**src/rtl/dport_idle_gen.sv**
```systemverilog
// rtl/dport_idle_gen.sv - DisplayPort main-link idle / TPS1 / TPS2 pattern source with BE injection
// Define DPORT_SCRAMBLE_EN to scramble idle data bytes; otherwise data goes out raw.
module dport_idle_gen #(
  parameter int IDLE_LEN = 4096,
  parameter int SR_EVERY = 512
) (
  input  logic        dpclk,
  input  logic        reset,
  input  logic [1:0]  tp,
  input  logic        trig,
  output logic [15:0] txdat0,
  output logic [15:0] txdat1,
  output logic [1:0]  txisk0,
  output logic [1:0]  txisk1,
  output logic        srpulse
);

  localparam int CW = (IDLE_LEN > 1) ? $clog2(IDLE_LEN) : 1;
  localparam int BW = (SR_EVERY > 1) ? $clog2(SR_EVERY) : 1;

  localparam logic [7:0] SYM_BS    = 8'hBC;
  localparam logic [7:0] SYM_SR    = 8'h1C;
  localparam logic [7:0] SYM_BE    = 8'hFB;
  localparam logic [7:0] SYM_D11_6 = 8'hCB;
  localparam logic [7:0] SYM_D10_2 = 8'h4A;
  localparam logic [7:0] VBID      = 8'h08;

  typedef enum logic [1:0] {
    PAT_IDLE = 2'd0,
    PAT_TPS1 = 2'd1,
    PAT_TPS2 = 2'd2
  } pat_t;

  pat_t          sel_q, cur_q, cur_d;
  logic          restart;
  logic [CW-1:0] c_q, c_d, c_eff;
  logic [BW-1:0] bs_q, bs_d, bs_eff;
  logic [2:0]    t_q, t_d, t_eff;
  logic          pend_q, pend_d;
  logic [15:0]   dat_d;
  logic [1:0]    isk_d;
  logic          be_d, sr_d;
  logic [7:0]    m0, m1;

`ifdef DPORT_SCRAMBLE_EN
  logic [15:0] lfsr_q, lfsr_d, l1, l2;

  // Eight serial steps of the x^16+x^5+x^4+x^3+1 Galois LFSR, LSB of the mask first.
  function automatic logic [23:0] scr8(input logic [15:0] seed);
    logic [15:0] s;
    logic [7:0]  b;
    s = seed;
    b = '0;
    for (int i = 0; i < 8; i++) begin
      b[i] = s[15];
      s = {s[14:0], s[15]} ^ (s[15] ? 16'h0038 : 16'h0000);
    end
    return {s, b};
  endfunction
`endif

  always_comb begin
    restart = (sel_q != cur_q);
    cur_d   = sel_q;
    c_eff   = restart ? '0 : c_q;
    bs_eff  = restart ? '0 : bs_q;
    t_eff   = restart ? 3'd0 : t_q;
    c_d     = c_q;
    bs_d    = bs_q;
    t_d     = t_q;
    pend_d  = pend_q | trig;
    dat_d   = '0;
    isk_d   = '0;
    be_d    = 1'b0;
    sr_d    = (sel_q == PAT_IDLE) && (c_eff == '0) && (bs_eff == '0);
`ifdef DPORT_SCRAMBLE_EN
    lfsr_d  = lfsr_q;
    // SR reseeds before byte 1, so byte 1 then takes the first mask (m0).
    {l1, m0} = scr8((sr_d || restart) ? 16'hFFFF : lfsr_q);
    {l2, m1} = scr8(l1);
`else
    m0 = 8'h00;
    m1 = 8'h00;
`endif
    case (sel_q)
      PAT_TPS1: dat_d = {SYM_D10_2, SYM_D10_2};
      PAT_TPS2: begin
        if (t_eff < 3'd2) begin
          dat_d = {SYM_D11_6, SYM_BS};
          isk_d = 2'b01;
        end else begin
          dat_d = {SYM_D10_2, SYM_D10_2};
        end
        t_d = (t_eff == 3'd4) ? 3'd0 : t_eff + 3'd1;
      end
      default: begin
        if (c_eff == '0) begin
          dat_d = {VBID ^ (sr_d ? m0 : m1), sr_d ? SYM_SR : SYM_BS};
          isk_d = 2'b01;
          bs_d  = (bs_eff == BW'(SR_EVERY - 1)) ? '0 : bs_eff + BW'(1);
        end else begin
          dat_d = {m1, m0};
          if ((c_eff != CW'(1)) && pend_q) begin
            be_d   = 1'b1;
            pend_d = 1'b0;
          end
        end
        c_d = (c_eff == CW'(IDLE_LEN - 1)) ? '0 : c_eff + CW'(1);
`ifdef DPORT_SCRAMBLE_EN
        lfsr_d = sr_d ? l1 : l2;
`endif
      end
    endcase
  end

  always_ff @(posedge dpclk) begin
    if (reset) begin
      sel_q   <= PAT_IDLE;
      cur_q   <= PAT_IDLE;
      c_q     <= '0;
      bs_q    <= '0;
      t_q     <= '0;
      pend_q  <= 1'b0;
      txdat0  <= '0;
      txdat1  <= '0;
      txisk0  <= '0;
      txisk1  <= '0;
      srpulse <= 1'b0;
    end else begin
      sel_q   <= (tp == 2'd1) ? PAT_TPS1 : (tp == 2'd2) ? PAT_TPS2 : PAT_IDLE;
      cur_q   <= cur_d;
      c_q     <= c_d;
      bs_q    <= bs_d;
      t_q     <= t_d;
      pend_q  <= pend_d;
      txdat1  <= dat_d;
      txisk1  <= isk_d;
      txdat0  <= be_d ? {SYM_BE, dat_d[7:0]} : dat_d;
      txisk0  <= be_d ? {1'b1, isk_d[0]} : isk_d;
      srpulse <= sr_d;
    end
  end

`ifdef DPORT_SCRAMBLE_EN
  always_ff @(posedge dpclk) begin
    if (reset) lfsr_q <= 16'hFFFF;
    else       lfsr_q <= lfsr_d;
  end
`endif

endmodule

```
**config.mk**
```make
export PLATFORM = sky130hd
export DESIGN_NAME = dport_idle_gen
export DESIGN_NICKNAME = d
export VERILOG_FILES = /design/src/rtl/dport_idle_gen.sv
export SDC_FILE = /design/constraint.sdc
export NUM_CORES = 1
export LEC_CHECK = 0
export CAP_MARGIN = 20
export CORE_ASPECT_RATIO = 2
export CORE_MARGIN = 4
export CORE_UTILIZATION = 35
export CTS_BUF_LIST = sky130_fd_sc_hd__clkbuf_4
export DETAILED_ROUTE_END_ITERATION = 8
export PLACE_DENSITY = 0.59
export SETUP_SLACK_MARGIN = 0.5
export SLEW_MARGIN = 20
export SYNTH_ARGS = -nofsm -noshare
export SYNTH_HDL_FRONTEND = slang
export SYNTH_SLANG_ARGS = --single-unit
```
**constraint.sdc**
```tcl
create_clock -name dpclk -period 4.1 [get_ports dpclk]
set_clock_uncertainty 0.2 [all_clocks]
set_input_delay 0.82 -clock dpclk [delete_from_list [all_inputs] [get_ports dpclk]]
set_output_delay 0.82 -clock dpclk [all_outputs]
set_load 0.005 [all_outputs]
```
==> flow_summary.ini <==
[die]
dieWidth_um = 64.3
rows = 40
io_pins = 42
core_sq_um = 6110
dieArea_sq_um = 7760
die_y_um = 121
initial_core_util_pct = 36.4

[cts]
cts_tree = done
post_cts_resize_count = 0
cts_buffers = 5
cts-root-buf = clkbuf_4
insertion_delay_ns = 0.38
clkTransAtPathRegs_ns = 0.14
cts.htree.levels = 2
cts.sinks = 40
post_cts_buffers = 0
ctsHoldBuffers = 0
cts_buffer_depth = 2

[synthesis]
yosysWarningCount = 0
synth_seq_cells = 40
yosysSeqAreaShare_pct = 36.0
synthCells = 272
synth_cell_type_count = 52
syn_area_sq_um = 2220
synth_area_per_cell_sq_um = 8.17
async_flop_share_pct = 0
ys.flop_type = dfxtp_1
synth-edff-count = 0

[drt]
antenna_left = 0
wirelength_um = 5160
drc = 0
drt_iter0_markers = 65
dr_total_vias = 1886
top_layer = met4
wl_per_cell_um = 14.0
drtPass1Iterations = 5
routed_via_density = 5.11
wl_met1_um = 1950
wl_met3_um = 235
wl_met2_um = 2700

[finish]
regArea_sq_um = 801
final_nets = 300
multi_input_area_sq_um = 1140
final_common_cell = dfxtp_1
final_cell_mix = dfxtp_1, clkdlybuf4s50_1, nand2_1
n_fill_cell = 654
layout-drive-gt1-share_pct = 7.72
syn_to_final_growth_pct = 14.5
n_antenna_cell = 0

[critical_path]
worstSetupPathType = reg2reg
worstPathRequired_ns = 4.19
crit_path_max_incr_delay_ns = 0.64
cpMaxStageDelayCell = nor4_1
crit_arrival_ns = 3.24
end_kind = flop
startpoint_type = flop
cp_top_family = simple AND/OR/NAND/NOR gates
cp_num_buf_inv = 2
crit_chain = xnor2_1, and2_1, buf_4, nand2_1, inv_1, ha_1, nand3_1, nor4_1, nor3_2, a21o_1, a22o_1
critPathMaxFanout = 13

[power_and_ir_drop]
ir_drop_mv = 0.155
pwr_density_cell_nw_per_um2 = 339
swShare_pct = 28.4
p_int_w = 0.000618
comb_power_share_pct = 19.8
pwr-share-seq_pct = 48.8
power_frac_clock_pct = 31.4
leakage_nw = 0.970
p_sw_w = 0.000246
p_total_w = 0.000863

[timing]
finalSetupViolations = 0
final_max_slew_viol_count = 0
grt_setup_unrepaired = no
hold_ws_ns = 0.303
finalHoldViolCount = 0
tightest_slew_ns = 0.675
fmax_mhz = 318
max_slew_margin_pct = 54.6
setup_tns_ns = 0
fin_crit_sh_pct = 76.7
post-route-min-period_ns = 3.15

[global_route]
grt_max_degree = 32
antenna_found_initial = 0
grt_pass1_wl_um = 8060
track_usage_pct = 13.5
grt-ovfl-total = 0
grt_pass1_vias = 1732

[run]
drv_cap = 0

[status]
status = completed

[placed_design]
port_buffers = 34
gp_congestion = 0.940
detailed_place_hpwl_um = 3850

[worst_hold_path]
hold_class = reg2reg
Yosys cell counts, types with 4 or more instances:
master	n	area, sq um
nor3_1	5	25.0
dfxtp_1	40	801
nand4_1	4	25.0
a21oi_1	16	80.1
clkbuf_1	8	30.0
nand2b_1	4	25.0
nand2_1	26	97.6
o21ai_0	14	70.1
o31ai_1	6	45.0
inv_1	14	52.6
and3_1	4	25.0
ha_1	11	138
nand3_1	12	60.1
buf_4	26	195
nor2_1	22	82.6
stage by stage:
stage                     util, %  area, sq um  std cells  setup slack, ns
after floorplan                 -         2240        278             1.06
after global placement       40.4         2460        361             1.05
after detailed placement     40.4         2460        361            0.960
after CTS                    41.7         2540        369            0.945
after global routing         41.7         2540        369            0.583
final                        41.7         2540        369            0.953
worst paths after layout:
path | start | endpoint | slack [ns] | cells after the start
max | cur_d[0]$_SDFF_PP0_ | c_q[5]$_SDFFE_PP0N_ | 0.95 | 11
min | pend_q$_SDFF_PP0_ | txdat0[13]$_SDFF_PP0_ | 0.30 | 2
min reg2reg | pend_q$_SDFF_PP0_ | txdat0[13]$_SDFF_PP0_ | 0.30 | 2
max reg2reg | cur_d[0]$_SDFF_PP0_ | c_q[5]$_SDFFE_PP0N_ | 0.95 | 11
final cells by class:
cell class / instances / area share (%)
Clock buffer: 5 / 1.47
Timing Repair Buffer: 37 / 14.3
Sequential cell: 40 / 31.5
Multi-Input combinational cell: 185 / 44.8
Tap cell: 84 / 4.13
Clock inverter: 3 / 1.67
Inverter: 15 / 2.21
worst min-delay path: stages (launching register included):
cell and delay, ns:
dfxtp_1 0.35, nand2_1 0.08, nor2_1 0.04
power groups by stage:
stage | clock network, W | registers (W) | logic [W]
global placement | 0 | 0.000429 | 0.000172
floorplan | 0 | 0.000428 | 0.000121
finish | 0.000271 | 0.000421 | 0.000171
detailed placement | 0 | 0.000430 | 0.000171
global route | 0.000295 | 0.000424 | 0.000187
CTS | 0.000280 | 0.000421 | 0.000171
registers in the layout, indices dropped and copies added, names as in the netlist:
signal	flops
bs_q	9
cur_q	2
pend_q	1
txdat0	7
srpulse	1
c_q	12
t_q	3
txisk0	1
txdat1	2
cur_d	2
kinds of logic (layout without fill, tap and decap cells):
family / count (synthesis) / in the layout / share of synthesized area, %
DFF: 40 / 40 / 36.0
xor gates and xnor gates: 3 / 3 / 1.18
buffers and inverters: 53 / 60 / 13.7
muxes: 2 / 2 / 0.901
and+or+nand+nor: 104 / 104 / 25.1
adders and majority gates: 11 / 11 / 6.19
AOI/OAI and AO/OA: 58 / 58 / 16.7
other: 1 / 7 / 0.169
routing by layer:
metal / vias up / GRT usage (%)
met2: 66 / 23.6
met4: 0 / 10.1
met5: - / 0
met1: 861 / 13.3
li1: 938 / -
met3: 21 / 3.16
Power figures use the tool's default switching activity.
